File: src/rtl/quadc_ctrl_pkg.sv
// Shared definitions for the quad-ADC sync bring-up controller:
// the state encoding, its width, and counter-sizing helpers.
package quadc_ctrl_pkg;

   localparam int STATE_W = 3;

   localparam logic [STATE_W-1:0] ST_IDLE      = 3'd0;
   localparam logic [STATE_W-1:0] ST_DCM_RST   = 3'd1;
   localparam logic [STATE_W-1:0] ST_WAIT_LOCK = 3'd2;
   localparam logic [STATE_W-1:0] ST_IF_RST    = 3'd3;
   localparam logic [STATE_W-1:0] ST_WAIT_SYNC = 3'd4;
   localparam logic [STATE_W-1:0] ST_RUN       = 3'd5;
   localparam logic [STATE_W-1:0] ST_FAIL      = 3'd6;

   // Largest of three cycle-count parameters.
   function automatic int max3(input int a, input int b, input int c);
      int m;
      m = (a > b) ? a : b;
      return (m > c) ? m : c;
   endfunction

   // Bits needed to hold values 0..max_val (at least one bit).
   function automatic int cnt_width(input int max_val);
      return (max_val < 1) ? 1 : $clog2(max_val + 1);
   endfunction

endpackage

File: src/rtl/quadc_sync_period_chk.sv
// Sync period checker: rising-edge detection on a registered copy of sync,
// a cycles-since-edge counter, and a one-cycle error pulse when an edge
// arrives off-period or the expected edge is overdue by one cycle.
// i_active keeps the counter alive (WAIT_SYNC and RUN); i_check enables
// error reporting and free counting (RUN only).
module quadc_sync_period_chk #(
   parameter int PERIOD_W = 32
) (
   input  logic                i_clk,
   input  logic                i_rst_n,
   input  logic                i_sync,
   input  logic [PERIOD_W-1:0] i_sync_period,
   input  logic                i_active,
   input  logic                i_check,
   output logic                o_sync_edge,
   output logic                o_period_err
);

   logic                r_sync_d;
   logic [PERIOD_W:0]   r_cnt;
   logic [PERIOD_W:0]   w_period_ext;
   logic                w_chk_en;
   logic                w_overrun;

   // One extra bit so sync_period+1 never wraps.
   assign w_period_ext = {1'b0, i_sync_period};
   assign o_sync_edge  = i_sync & ~r_sync_d;
   assign w_chk_en     = i_check && (i_sync_period != '0);
   assign w_overrun    = (r_cnt == (w_period_ext + (PERIOD_W+1)'(1)));
   // An edge is judged on its arrival count; otherwise only the overdue point errors.
   assign o_period_err = w_chk_en && (o_sync_edge ? (r_cnt != w_period_ext) : w_overrun);

   // Registered copy of sync for edge detection (a held-high sync is one edge).
   always_ff @(posedge i_clk or negedge i_rst_n) begin
      if (!i_rst_n) r_sync_d <= 1'b0;
      else          r_sync_d <= i_sync;
   end

   // Cycles since the last edge or reload; edges and overruns restart at 1.
   always_ff @(posedge i_clk or negedge i_rst_n) begin
      if (!i_rst_n)                           r_cnt <= '0;
      else if (!i_active)                     r_cnt <= '0;
      else if (o_sync_edge || (w_chk_en && w_overrun)) r_cnt <= (PERIOD_W+1)'(1);
      else if (i_check)                       r_cnt <= r_cnt + (PERIOD_W+1)'(1);
   end

endmodule

File: src/rtl/quadc_sync_ctrl.sv
// Quad-ADC interface bring-up controller: pulses the DCM reset, waits for
// lock, pulses the interface reset, waits for the first sync edge and then
// supervises lock (and optionally the sync period) while running.
// Optional feature macro: QUADC_SYNC_CHECK_EN enables sync-period checking.
module quadc_sync_ctrl
   import quadc_ctrl_pkg::*;
#(
   parameter int DCM_RST_CYCLES = 16,
   parameter int IF_RST_CYCLES  = 8,
   parameter int LOCK_TIMEOUT   = 65535,
   parameter int PERIOD_W       = 32,
   parameter int ERR_W          = 16
) (
   input  logic                user_clk,
   input  logic                reset_n,
   input  logic                start,
   input  logic                valid,
   input  logic                sync,
   input  logic [PERIOD_W-1:0] sync_period,
   output logic                dcm_reset,
   output logic                adc_reset,
   output logic                running,
   output logic                timeout,
   output logic [ERR_W-1:0]    err_count,
   output logic [STATE_W-1:0]  state
);

   // One shared phase counter sized for the longest timed phase.
   localparam int CNT_W = cnt_width(max3(DCM_RST_CYCLES, IF_RST_CYCLES, LOCK_TIMEOUT));
   localparam logic [CNT_W-1:0] DCM_LAST  = CNT_W'(DCM_RST_CYCLES - 1);
   localparam logic [CNT_W-1:0] IF_LAST   = CNT_W'(IF_RST_CYCLES - 1);
   localparam logic [CNT_W-1:0] LOCK_LAST = CNT_W'(LOCK_TIMEOUT - 1);

   logic [STATE_W-1:0] r_state;
   logic [STATE_W-1:0] w_state_nxt;
   logic [CNT_W-1:0]   r_cnt;
   logic [CNT_W-1:0]   w_cnt_nxt;
   logic               w_timeout_set;
   logic               r_running;
   logic               r_timeout;
   logic [ERR_W-1:0]   r_err;
   logic               w_sync_edge;
   logic               w_period_err;
   logic               w_err_event;

`ifdef QUADC_SYNC_CHECK_EN
   logic w_sync_active;
   logic w_sync_check;

   assign w_sync_active = (r_state == ST_WAIT_SYNC) || (r_state == ST_RUN);
   assign w_sync_check  = (r_state == ST_RUN);

   quadc_sync_period_chk #(
      .PERIOD_W (PERIOD_W)
   ) u_period_chk (
      .i_clk         (user_clk),
      .i_rst_n       (reset_n),
      .i_sync        (sync),
      .i_sync_period (sync_period),
      .i_active      (w_sync_active),
      .i_check       (w_sync_check),
      .o_sync_edge   (w_sync_edge),
      .o_period_err  (w_period_err)
   );
`else
   logic r_sync_d;
   logic w_unused_period;

   // Registered copy of sync; only the first-edge detection needs it here.
   always_ff @(posedge user_clk or negedge reset_n) begin
      if (!reset_n) r_sync_d <= 1'b0;
      else          r_sync_d <= sync;
   end

   assign w_sync_edge     = sync & ~r_sync_d;
   assign w_period_err    = 1'b0;
   assign w_unused_period = ^sync_period;
`endif

   // Next-state and phase-counter logic; start restarts from any state.
   always_comb begin
      w_state_nxt   = r_state;
      w_cnt_nxt     = r_cnt;
      w_timeout_set = 1'b0;
      if (start) begin
         w_state_nxt = ST_DCM_RST;
         w_cnt_nxt   = '0;
      end else begin
         case (r_state)
            ST_IDLE: begin
            end
            ST_DCM_RST: begin
               if (r_cnt == DCM_LAST) begin
                  w_state_nxt = ST_WAIT_LOCK;
                  w_cnt_nxt   = '0;
               end else begin
                  w_cnt_nxt = r_cnt + 1'b1;
               end
            end
            ST_WAIT_LOCK: begin
               if (valid) begin
                  w_state_nxt = ST_IF_RST;
                  w_cnt_nxt   = '0;
               end else if (LOCK_TIMEOUT != 0) begin
                  // A zero timeout waits for lock indefinitely.
                  if (r_cnt == LOCK_LAST) begin
                     w_state_nxt   = ST_FAIL;
                     w_cnt_nxt     = '0;
                     w_timeout_set = 1'b1;
                  end else begin
                     w_cnt_nxt = r_cnt + 1'b1;
                  end
               end
            end
            ST_IF_RST: begin
               if (r_cnt == IF_LAST) begin
                  w_state_nxt = ST_WAIT_SYNC;
                  w_cnt_nxt   = '0;
               end else begin
                  w_cnt_nxt = r_cnt + 1'b1;
               end
            end
            ST_WAIT_SYNC: begin
               if (w_sync_edge) w_state_nxt = ST_RUN;
            end
            ST_RUN: begin
               // Lock loss triggers an automatic re-lock.
               if (!valid) begin
                  w_state_nxt = ST_DCM_RST;
                  w_cnt_nxt   = '0;
               end
            end
            ST_FAIL: begin
            end
            default: begin
               w_state_nxt = ST_IDLE;
               w_cnt_nxt   = '0;
            end
         endcase
      end
   end

   // State and phase counter registers.
   always_ff @(posedge user_clk or negedge reset_n) begin
      if (!reset_n) begin
         r_state <= ST_IDLE;
         r_cnt   <= '0;
      end else begin
         r_state <= w_state_nxt;
         r_cnt   <= w_cnt_nxt;
      end
   end

   // running lags the state by one cycle on both entry to and exit from RUN.
   always_ff @(posedge user_clk or negedge reset_n) begin
      if (!reset_n) r_running <= 1'b0;
      else          r_running <= (r_state == ST_RUN);
   end

   // Sticky lock-timeout flag, cleared only by start.
   always_ff @(posedge user_clk or negedge reset_n) begin
      if (!reset_n)           r_timeout <= 1'b0;
      else if (start)         r_timeout <= 1'b0;
      else if (w_timeout_set) r_timeout <= 1'b1;
   end

   // Coincident lock loss and period error count as a single event.
   assign w_err_event = (r_state == ST_RUN) && (!valid || w_period_err);

   // Saturating error counter, cleared by start.
   always_ff @(posedge user_clk or negedge reset_n) begin
      if (!reset_n)                         r_err <= '0;
      else if (start)                       r_err <= '0;
      else if (w_err_event && (r_err != '1)) r_err <= r_err + 1'b1;
   end

   assign state     = r_state;
   assign dcm_reset = (r_state == ST_DCM_RST);
   assign adc_reset = (r_state == ST_IF_RST);
   assign running   = r_running;
   assign timeout   = r_timeout;
   assign err_count = r_err;

endmodule

File: config.mk
export PLATFORM = sky130hd
export DESIGN_NAME = quadc_sync_ctrl
export DESIGN_NICKNAME = d
export VERILOG_FILES = /design/src/rtl/quadc_ctrl_pkg.sv /design/src/rtl/quadc_sync_period_chk.sv /design/src/rtl/quadc_sync_ctrl.sv
export SDC_FILE = /design/constraint.sdc
export NUM_CORES = 1
export LEC_CHECK = 0
export CAP_MARGIN = 20
export CORE_MARGIN = 3
export CORE_UTILIZATION = 30
export DETAILED_ROUTE_END_ITERATION = 8
export HOLD_SLACK_MARGIN = 0.06
export PLACE_DENSITY_LB_ADDON = 0.05
export SLEW_MARGIN = 30
export SYNTH_ARGS = -nofsm -noshare
export SYNTH_HDL_FRONTEND = slang
export SYNTH_SLANG_ARGS = --single-unit
File: constraint.sdc
create_clock -name user_clk -period 3.1 [get_ports user_clk]
set_input_delay 0.31 -clock user_clk [delete_from_list [all_inputs] [get_ports user_clk]]
set_output_delay 0.31 -clock user_clk [all_outputs]
set_load 0.01 [all_outputs]
# Word level (Yosys, flattened, before mapping)
# Index checks and enable logic that the tools add are counted.
word_totals:
  out_inout_bits: 23
  regBits: 38
  in_bits: 37
  wordCells: 60
op_classes:
  n_mux: 23
  bitwise: 2
  eq_ne: 17
  n_reduce_logical: 10
  add_sub_neg: 2
ops:
  columns: ["cell", "count"]
  rows:
  - ["$mux 16", 8]
  - ["$pmux 16 s5", 1]
  - ["$add 16x1->16 const B", 2]
  - ["$mux 3", 7]
  - ["$pmux 3 s6", 1]
  - ["$eq 16x16->1 const B", 1]
  - ["$eq 16x3->1 const B", 1]
  - ["$eq 16x4->1 const B", 1]
  - ["$ne 16x16->1 const B", 1]
  - ["$eq 3x3->1 const B", 3]
  - ["$eq 3x2->1 const B", 2]
  - ["$mux 1", 6]
  - ["$ne 3x2->1 const B", 2]
  - ["$ne 3x3->1 const B", 2]
  - ["$reduce_and 6->1", 1]
  - ["$ne 2x1->1 const B", 2]
  - ["$ne 4x4->1 const B", 1]
  - ["$reduce_bool 2->1", 2]
  - ["$eq 3x1->1 const B", 1]
  - ["$logic_not 3->1", 1]
  - ["$reduce_or 3->1", 1]
  - ["$logic_and 1x1->1", 2]
  - ["$reduce_and 2->1", 1]
  - ["$reduce_or 2->1", 1]
  - ["other kinds (3)", 3]

# Depth between registers and ports, before layout
# Gate-level depths: netlist of the first run.
depth:
  ltp_word: 7
  ltp_mapped: 9

# Least setup slack after synthesis of the first run
# Ideal clock, no wire load.
synth_path:
  kind: "reg-to-reg"
  start: "reg r_cnt[0]"
  end: "reg r_state[2] (netlist: state[2])"
  stages_incl_launch_ff: 9
  setup_time_ns: 0.077
  arrival_time_ns: 1.977
  slack_ns: 1.045
  period_less_slack_ns: 2.055
  required_ns: 3.023
  path_cell_list: "dfrtp_1 > inv_1 > ha_1 > nand4_1 > or4_4 > nand2_2 > nand4_2 > or3b_1 > a21oi_1"
synth_between:
  elab_chain_len: 3
synth_rtl:
  columns: ["item", "line", "source"]
  rows:
  - ["start: declaration", "quadc_sync_ctrl.sv:36", "logic [CNT_W-1:0] r_cnt;"]
  - ["start signal: assignment", "quadc_sync_ctrl.sv:150", "r_cnt <= w_cnt_nxt;"]
  - ["$eq 16x16->1 (tied with other cells)", "quadc_sync_ctrl.sv:106", "if (r_cnt == LOCK_LAST) begin"]
  - ["$ne 4x4->1 (no source line) / $ne 3x2->1 (equally long branches)", null, null]
  - ["$reduce_and 6->1 (no source line) (*)", null, null]
  - ["end signal: assignment", "quadc_sync_ctrl.sv:149", "r_state <= w_state_nxt;"]
  - ["end: declaration", "quadc_sync_ctrl.sv:34", "logic [STATE_W-1:0] r_state;"]
# Every way passes the cells marked *; elsewhere a longest branch is shown, timed or not.
# A chain may end at the register's enable or synchronous reset.

# Final worst setup path of the first run
layout_path:
  start: "reg r_cnt[0]"
  end: "reg r_cnt[13]"
layout_between:
  elab_chain_len: 5
layout_rtl:
  columns: ["item", "line", "source"]
  rows:
  - ["$add 16x1->16 / $eq 16x16->1 (equally long branches)", null, null]
  - ["$mux 16", "quadc_sync_ctrl.sv:106", null]
  - ["$mux 16", "quadc_sync_ctrl.sv:101", "if (valid) begin"]
  - ["$pmux 16 s5 (*)", "quadc_sync_ctrl.sv:89", "case (r_state)"]
  - ["$mux 16 (*)", "quadc_sync_ctrl.sv:85", "if (start) begin"]
# Marks and branches as above.

==> out/qor.txt, run 1 <==
cell count after synthesis: 227
nets@finish: 294
Netlist Area Pre-Place: 2101 µm²
Boundary Pins: 60
Max Cap Violations: 0
CTS tree: yes
clk sinks: 38
n_diodes: 0
H-tree Lvls: 2
Congestion Overflow GR: 0
worst hold slack: 120.3 ps
Util after Layout: 0.3911
Post-route DRC: 0
number of synthesized register bits: 38
DIE HEIGHT: 89.68 µm
Tcrit/Tclk final: 0.7414
class of the worst hold path: in2async
CP max-delay cell: or4_4
Vias: 1665
Max VDD drop: 0.1901 mV
Layout area overhead: 22.27%
post-synthesis sequential area ratio: 0.4527
total power: 1.488 mW
starting density of the core: 0.3199
global-route wire length before repair: 8211 µm
pin count of the biggest net entering global routing: 39
clock buffer depth: 2
Startpoint Class: register
CP top delay family: simple AND/OR/NAND/NOR gates
WP data required: 3270 ps
Net Count, Synth: 267
DR vias/cell: 4.784
drt wl/cell: 13.89 µm
fraction of registers with async set/reset: 1.000
placed cell area: 2426 µm²
layout cells sized above 1: 0.08627
top_reg_cell synth: dfrtp_1
Hold-fix buffers, CTS: 0
IO buf count: 27
cell area power density: 579.3 nW/µm²
Antenna Nets Post-Route: 0
synth warn: 0
cts repair resizes: 0
Setup crit end kind: register
fmax: 435.1 MHz
post-route cell area: 2569 µm²
total setup buffers inserted after CTS: 0
num rows: 29
die width: 89.68 µm
Post-synth EDFFs: 0
crit-path max cell delay: 570 ps
dpl hpwl: 3433 µm
DR iter-0 viols: 59
Tot GR Track Use: 0.1351
setup violators final: 0
unrepaired setup endpoints after global routing: false
CTS buffer count: 5
Critical Path, Cell by Cell: inv_1 -> ha_1 -> nand4_1 -> or4_4 -> nand2_2 -> and3_2 -> a31o_2 -> o21ai_0
Worst Path Buf+Inv: 1
WS Path Type: reg2reg
synthesized area per cell: 9.254 µm²
Clk Latency, worst-skew pair: 290 ps
Pre-antenna DRT Iters: 4
Slew HR: 0.4249
Slew Limit Fails: 0
Final Critical Period: 2298 ps
CP arrival: 2470 ps
setup_tns: 0 ps
drt total wl: 4832 µm
initial antenna violation count: 0
number of global-route vias before repair: 1621
die area: 8043 µm²
Root Buffer: clkbuf_8
Core Region: 6568 µm²
Clock Skews: 6.583 ps
Max Fanout on Critical Path: 14
Hold Vio Cnt, Final: 0
clock slew at reported path FFs: 80 ps
Synth cell types: 42
GP Congestion: 0.7674
P_leak: 1.056 nW
slew of the pin with the lowest slew margin: 862.7 ps
status: complete, no violations
-- state kept, by name (all words and copies together) (netlist names) --
signal and count:
r_cnt 16, timeout 1, state 3, r_sync_d 1, running 1, err_count 16
-- cell usage in the layout, fill, tap and decap left out, types with 7 or more instances in the layout --
cell	instances
nor2_1	40
dfrtp_1	38
clkdlybuf4s50_1	26
xor2_1	18
nand2_1	17
nand4_1	16
o21ai_0	11
nand3_1	9
xnor2_1	8
nor4_1	7
-- final timing paths --
path                                      startpoint                        end  slack (ps)  depth (start not counted)
worst min register to register   timeout$_DFFE_PN0P_        timeout$_DFFE_PN0P_         530                          2
worst max register to register  r_cnt[0]$_DFFE_PN0P_      r_cnt[13]$_DFFE_PN0P_         800                          8
worst max-delay path            r_cnt[0]$_DFFE_PN0P_      r_cnt[13]$_DFFE_PN0P_         800                          8
min in group user_clk                           sync         r_sync_d$_DFF_PN0_         500                          1
worst min-delay path                         reset_n  err_count[14]$_DFFE_PN0P_         120                          1
max in group asynchronous                    reset_n       r_cnt[4]$_DFFE_PN0P_        2430                          1
-- worst reg2reg max path, cell delays in order, from the launching register on --
cell and delay [ps]:
dfrtp_1 440, inv_1 120, ha_1 160, nand4_1 110, or4_4 570, nand2_2 110, and3_2 180, a31o_2 350
o21ai_0 150
-- power breakdown --
| part | total [mW] | leakage, nW | internal (mW) | switching (mW) |
|---|---|---|---|---|
| Sequential | 0.573 | 0.522 | 0.523 | 0.0503 |
| Combinational | 0.393 | 0.462 | 0.167 | 0.226 |
| Clock | 0.522 | 0.0714 | 0.343 | 0.179 |
-- routing by layer --
layer	global-route usage	up-vias	routed length, µm
li1	-	847	-
met1	0.1835	787	2383
met2	0.2101	24	2196
met3	0.02828	7	168
met5	0	-	0
met4	0.05277	0	84
-- cell usage after synthesis, types with 2 or more instances --
cell      number  area share
nor2_1        40       0.071
dfrtp_1       38        0.45
xor2_1        18       0.075
nand2_1       17       0.030
nand4_1       16       0.048
o21ai_0       11       0.026
nand3_1        9       0.021
xnor2_1        8       0.033
nor4_1         7       0.021
inv_1          6       0.011
a21oi_1        5       0.012
nor3_1         5       0.012
a31oi_1        3      0.0089
and3_1         3      0.0089
ha_1           3       0.018
mux2i_1        3       0.014
and2b_2        2      0.0083
and3b_1        2      0.0083
and4_1         2      0.0083
buf_2          2      0.0048
buf_6          2       0.011
clkbuf_1       2      0.0036
nand2b_1       2      0.0060
nand4_2        2       0.012
or3_1          2      0.0060
-- cells by family (layout without fill, tap and decap cells) --
| logic type | count (synthesis) | in the layout | synth area share |
|---|---|---|---|
| simple gates | 117 | 117 | 0.2913 |
| flops | 38 | 38 | 0.4526 |
| xor+xnor | 26 | 26 | 0.1084 |
| compound gates | 25 | 25 | 0.07088 |
| buf+inv | 15 | 43 | 0.04467 |
| fa+ha+maj | 3 | 3 | 0.01787 |
| mux | 3 | 3 | 0.01429 |
-- cell type report --
class,instances,area (µm²)
clock buffer,6,82.58
clock inverter,2,60.06
fill,674,3999
inverter,6,22.52
multi-input combinational,174,1056
sequential,38,950.9
tap,93,116.4
timing repair buffer,29,280.3
-- stage by stage --
step	instances	setup slack [ps]
after global placement	340	589.0
after floorplan	227	1045
after CTS	348	762.8
after detailed placement	340	657.6
final	348	801.6
after global routing	348	602.5
Note: power is estimated with default switching activity, not from simulation.
==> inputs of run 2 (changes only) <==
- clock period: 3.1 -> 2 ns (I/O delays scaled with it)
==> out/qor.txt, run 2 (synthesis gave the netlist of run 1 again) <==
clk sinks: 38 (unchanged)
clock buffer depth: 2 (unchanged)
Setup crit end kind: register (unchanged)
Slew Limit Fails: 0 (unchanged)
Setup crit end: state[2]$_DFFE_PN0P_ (was r_cnt[13]$_DFFE_PN0P_)
fmax: 496.6 MHz (was 435.1 MHz)
Congestion Overflow GR: 0 (unchanged)
number of global-route vias before repair: 1858 (was 1621)
num rows: 29 (unchanged)
IO buf count: 27 (unchanged)
die width: 89.68 µm (unchanged)
Vias: 1835 (was 1665)
Critical Path Stages: 7 (was 8)
nets@finish: 336 (was 294)
status: finished, violations left (was complete, no violations)
r2r endpoint: state[2]$_DFFE_PN0P_ (was r_cnt[13]$_DFFE_PN0P_)
unrepaired setup endpoints after global routing: true (was false)
Placed Cells: 377 (was 340)
Tot GR Track Use: 0.1498 (was 0.1351)
crit-path max cell delay: 460 ps (was 570 ps)
Root Buffer: clkbuf_8 (unchanged)
DIE HEIGHT: 89.68 µm (unchanged)
slew of the pin with the lowest slew margin: 500.8 ps (was 862.7 ps)
DR vias/cell: 4.705 (was 4.784)
total power: 2.555 mW (was 1.488 mW)
clock slew at reported path FFs: 80 ps (about the same)
setup violators final: 1 (was 0)
Post-route DRC: 0 (unchanged)
Clock Skews: 6.606 ps (was 6.583 ps)
CP max-delay cell: dfrtp_2 (was or4_4)
CTS tree: yes (unchanged)
GP Congestion: 0.8046 (was 0.7674)
P_leak: 1.279 nW (was 1.056 nW)
layout cells sized above 1: 0.2727 (was 0.08627)
failing checks: negative setup slack
dpl hpwl: 3738 µm (was 3433 µm)
drt wl/cell: 13.77 µm (was 13.89 µm)
Util after Layout: 0.4549 (was 0.3911)
Clk Latency, worst-skew pair: 290 ps (about the same)
drt total wl: 5369 µm (was 4832 µm)
Max Cap Violations: 0 (unchanged)
R2R Setup Slk: -10 ps (was 800 ps)
Final WS setup: -13.67 ps (was 801.6 ps)
CP top delay family: simple AND/OR/NAND/NOR gates (unchanged)
Antenna Nets Post-Route: 0 (unchanged)
starting density of the core: 0.3199 (unchanged)
initial antenna violation count: 0 (unchanged)
Max Fanout on Critical Path: 6 (was 14)
R2R Path Start: r_cnt[13]$_DFFE_PN0P_ (was r_cnt[0]$_DFFE_PN0P_)
Tcrit/Tclk final: 1.007 (was 0.7414)
multi-input logic area: 1211 µm² (was 1056 µm²)
CTS buffer count: 5 (unchanged)
cell area power density: 855.2 nW/µm² (was 579.3 nW/µm²)
Startpoint Class: register (unchanged)
die area: 8043 µm² (unchanged)
WS Path Type: reg2reg (unchanged)
WP data required: 2230 ps (was 3270 ps)
Final Critical Period: 2014 ps (was 2298 ps)
register area: 953.4 µm² (was 950.9 µm²)
DR iter-0 viols: 75 (was 59)
Layout area overhead: 42.23% (was 22.27%)
global-route wire length before repair: 9259 µm (was 8211 µm)
most common cell after layout, fill and taps aside: buf_4 (was nor2_1)
Boundary Pins: 60 (unchanged)
Non-Filler Instances: 390 (was 348)
n_diodes: 0 (unchanged)
Worst Path Buf+Inv: 1 (unchanged)
# fillers: 677 (was 674)
Critical path origin: r_cnt[13]$_DFFE_PN0P_ (was r_cnt[0]$_DFFE_PN0P_)
Critical Path, Cell by Cell: nor4_4 -> nand3_2 -> o31ai_4 -> buf_4 -> nand4_4 -> or3b_4 -> a21oi_2 (was inv_1 -> ha_1 -> nand4_1 -> or4_4 -> nand2_2 -> and3_2 -> a31o_2 -> o21ai_0)
Pre-antenna DRT Iters: 4 (unchanged)
Max VDD drop: 0.3472 mV (was 0.1901 mV)
Slew HR: 0.6661 (was 0.4249)
class of the worst hold path: in2reg (was in2async)
H-tree Lvls: 2 (unchanged)
Hold Vio Cnt, Final: 0 (unchanged)
setup_tns: -13.67 ps (was 0 ps)
CP arrival: 2240 ps (was 2470 ps)
pre-CTS setup slack: -167.6 ps (was 657.6 ps)
Core Region: 6568 µm² (unchanged)
Worst R2R Path Depth: 7 (was 8)
commonest non-fill, non-tap cells in the layout: buf_4 (42), nor2_1 (38), dfrtp_1 (36), clkdlybuf4s50_1 (25), xor2_1 (18) (was nor2_1 (40), dfrtp_1 (38), clkdlybuf4s50_1 (26), xor2_1 (18), nand2_1 (17))
pin count of the biggest net entering global routing: 39 (unchanged)
[run 2: where the power goes]
part	switching, mW	internal [mW]
clock network	0.283	0.277
logic	0.565	0.580
registers	0.0374	0.812
total	0.886	1.67
[run 2: how the worst min path moves through the flow]
stage | startpoint | end | slack [ps] | depth (start not counted)
2_1_floorplan | reset_n | err_count[0]$_DFFE_PN0P_ | -100 | 0
3_3_place_gp | reset_n | err_count[14]$_DFFE_PN0P_ | 300 | 2
3_5_place_dp | reset_n | err_count[14]$_DFFE_PN0P_ | 300 | 2
4_1_cts | sync | r_sync_d$_DFF_PN0_ | 370 | 1
5_1_grt | sync | r_sync_d$_DFF_PN0_ | 370 | 1
6_report | sync | r_sync_d$_DFF_PN0_ | 380 | 1
[run 2: worst reg2reg max path: stages (launching register included)]
cell     delay [ps]
dfrtp_2         460
nor4_4          320
nand3_2         150
o31ai_4         240
buf_4           170
nand4_4         100
or3b_4          390
a21oi_2         130
[run 2: layout make-up]
| type | count | area share |
|---|---|---|
| sequential | 38 | 0.3191 |
| tap | 93 | 0.03894 |
| multi-input combinational | 175 | 0.4054 |
| clock inverter | 2 | 0.004188 |
| timing repair buffer | 70 | 0.1972 |
| clock buffer | 6 | 0.02764 |
| inverter | 6 | 0.007538 |
[run 2: repair_timing]
item	4_1_cts	5_1_grt
pin swaps	1	14
hold buffers	1	0
setup buffers	2	1
gates cloned	1	0
resized for setup	10	16
hold endpoints to repair	38	0
endpoints found under the setup margin	18	18
[run 2: metrics by stage]
step | cell area [µm²] | hold WS, ps
after floorplan | 2132 | -95.59
after global placement | 2735 | 299.2
after detailed placement | 2735 | 300.1
after CTS | 2907 | 369.2
after global routing | 2988 | 370.6
final | 2988 | 382.4
[run 2: per-layer routing]
layer | global-route usage | share of wire | vias to the layer above
met1 | 0.2150 | 0.53 | 864
met2 | 0.2267 | 0.43 | 27
met4 | 0.04465 | 0.012 | 0
met3 | 0.03011 | 0.031 | 6
li1 | - | - | 938
met5 | 0 | 0 | -
==> inputs of run 3 (changes only) <==
- CORE_MARGIN: 3 -> unset
==> out/qor.txt, run 3 (synthesis gave the netlist of run 1 again) <==
r2r endpoint: state[2]$_DFFE_PN0P_ (unchanged)
Tcrit/Tclk final: 1.005 (was 1.007)
status: finished, violations left (unchanged)
Final WS setup: -9.221 ps (was -13.67 ps)
global-route wire length before repair: 8666 µm (was 9259 µm)
slew of the pin with the lowest slew margin: 492.5 ps (was 500.8 ps)
drt wl/cell: 12.89 µm (was 13.77 µm)
Clock Skews: 9.085 ps (was 6.606 ps)
Startpoint Class: register (unchanged)
CTS buffer count: 5 (unchanged)
nets@finish: 337 (was 336)
most common cell after layout, fill and taps aside: buf_4 (unchanged)
Final Critical Period: 2009 ps (was 2014 ps)
pin count of the biggest net entering global routing: 21 (was 39)
failing checks: negative setup slack (unchanged)
Worst R2R Path Depth: 7 (unchanged)
die width: 85.68 µm (was 89.68 µm)
GP Congestion: 0.8016 (was 0.8046)
# fillers: 676 (was 677)
Root Buffer: clkbuf_8 (unchanged)
n_diodes: 0 (unchanged)
WP data required: 2220 ps (was 2230 ps)
num rows: 30 (was 29)
Max VDD drop: 0.3062 mV (was 0.3472 mV)
DR iter-0 viols: 56 (was 75)
post-route cell area: 2964 µm² (was 2988 µm²)
number of global-route vias before repair: 1723 (was 1858)
R2R Path Start: r_cnt[10]$_DFFE_PN0P_ (was r_cnt[13]$_DFFE_PN0P_)
Setup crit end kind: register (unchanged)
R2R Setup Slk: -9 ps (was -10 ps)
pre-CTS setup slack: -111.8 ps (was -167.6 ps)
Max Cap Violations: 0 (unchanged)
die area: 7341 µm² (was 8043 µm²)
DR vias/cell: 4.619 (was 4.705)
Tot GR Track Use: 0.1516 (was 0.1498)
Clk Latency, worst-skew pair: 300 ps (was 290 ps)
Antenna Nets Post-Route: 0 (unchanged)
starting density of the core: 0.3092 (was 0.3199)
clock slew at reported path FFs: 80 ps (about the same)
IO buf count: 27 (unchanged)
Congestion Overflow GR: 0 (unchanged)
Layout area overhead: 41.10% (was 42.23%)
CP max-delay cell: dfrtp_1 (was dfrtp_2)
class of the worst hold path: in2async (was in2reg)
DIE HEIGHT: 85.68 µm (was 89.68 µm)
Boundary Pins: 60 (unchanged)
Pre-antenna DRT Iters: 4 (unchanged)
Util after Layout: 0.4363 (was 0.4549)
Critical path origin: r_cnt[10]$_DFFE_PN0P_ (was r_cnt[13]$_DFFE_PN0P_)
clk sinks: 38 (unchanged)
CTS tree: yes (unchanged)
Slew Limit Fails: 0 (unchanged)
initial antenna violation count: 0 (unchanged)
Vias: 1820 (was 1835)
Non-Filler Instances: 394 (was 390)
WS Path Type: reg2reg (unchanged)
dpl hpwl: 3738 µm (about the same)
H-tree Lvls: 2 (unchanged)
Setup crit end: state[2]$_DFFE_PN0P_ (unchanged)
Critical Path, Cell by Cell: nor4_2 -> nand3_1 -> o31ai_2 -> buf_4 -> nand4_4 -> or3b_4 -> a21oi_2 (was nor4_4 -> nand3_2 -> o31ai_4 -> buf_4 -> nand4_4 -> or3b_4 -> a21oi_2)
cell area power density: 865.3 nW/µm² (was 855.2 nW/µm²)
crit-path max cell delay: 410 ps (was 460 ps)
layout cells sized above 1: 0.2550 (was 0.2727)
CP arrival: 2230 ps (was 2240 ps)
clock buffer depth: 2 (unchanged)
drt total wl: 5077 µm (was 5369 µm)
worst hold slack: 387.6 ps (was 382.4 ps)
P_leak: 1.273 nW (was 1.279 nW)
Max Fanout on Critical Path: 3 (was 6)
unrepaired setup endpoints after global routing: true (unchanged)
commonest non-fill, non-tap cells in the layout: buf_4 (42), nor2_1 (39), dfrtp_1 (38), clkdlybuf4s50_1 (26), xor2_1 (18) (was buf_4 (42), nor2_1 (38), dfrtp_1 (36), clkdlybuf4s50_1 (25), xor2_1 (18))
Placed Cells: 384 (was 377)
setup violators final: 1 (unchanged)
Post-route DRC: 0 (unchanged)
Hold Vio Cnt, Final: 0 (unchanged)
fmax: 497.7 MHz (was 496.6 MHz)
placed cell area: 2781 µm² (was 2735 µm²)
Core Region: 6794 µm² (was 6568 µm²)
Slew HR: 0.6717 (was 0.6661)
[run 3: routing by layer]
metal | routed length, µm | global-route usage | vias up
li1 | - | - | 943
met1 | 2630 | 0.2177 | 848
met2 | 2222 | 0.2262 | 22
met3 | 151 | 0.03272 | 7
met4 | 73 | 0.05000 | 0
met5 | 0 | 0 | -
[run 3: critical path, delay by kind of cell, from the launching register on]
kind                   cells  cell delay, ps
flip-flops                 1             410
buffers and inverters      1             170
AO/OA/AOI/OAI              2             390
AND/OR/NAND/NOR            4             970
[run 3: timing repair]
action | CTS | global route
endpoints found under the hold margin | 18 | 0
gates resized for setup | 4 | 15
endpoints found under the setup margin | 14 | 14
setup buffers | 0 | 1
hold buffers | 1 | 0
pin swaps | 2 | 7
[run 3: cell type report]
type,count,area [µm²],area share
clock buffers,6,82.58,0.02786
well taps,96,120.1,0.04052
repair buffers,72,621.8,0.2098
flip-flops and latches,38,950.9,0.3208
clock inverters,2,12.51,0.004221
inverters,6,22.52,0.007598
multi-input cells,174,1154,0.3892
[run 3: worst min-delay path by stage]
| stage | startpoint | endpoint | slack, ps | cells after the start |
|---|---|---|---|---|
| 6_report | reset_n | err_count[12]$_DFFE_PN0P_ | 390 | 2 |
| 2_1_floorplan | reset_n | err_count[0]$_DFFE_PN0P_ | -100 | 0 |
| 3_5_place_dp | reset_n | err_count[11]$_DFFE_PN0P_ | 200 | 1 |
| 3_3_place_gp | reset_n | err_count[11]$_DFFE_PN0P_ | 200 | 1 |
| 5_1_grt | sync | r_sync_d$_DFF_PN0_ | 400 | 1 |
| 4_1_cts | sync | r_sync_d$_DFF_PN0_ | 380 | 1 |
[run 3: metrics by stage]
| step | total power, mW | setup TNS [ps] |
|---|---|---|
| after floorplan | 1.347 | 0 |
| after global placement | 1.891 | -603.5 |
| after detailed placement | 1.885 | -509.8 |
| after CTS | 2.511 | -22.09 |
| after global routing | 2.743 | -486.2 |
| final | 2.565 | -9.221 |
[run 3: power breakdown]
group	switching [mW]	total, mW	internal [mW]	leakage, nW
sequential	0.0430	0.853	0.810	0.522
clock	0.294	0.571	0.278	0.0472
combinational	0.537	1.14	0.604	0.703
total	0.873	2.56	1.69	1.27
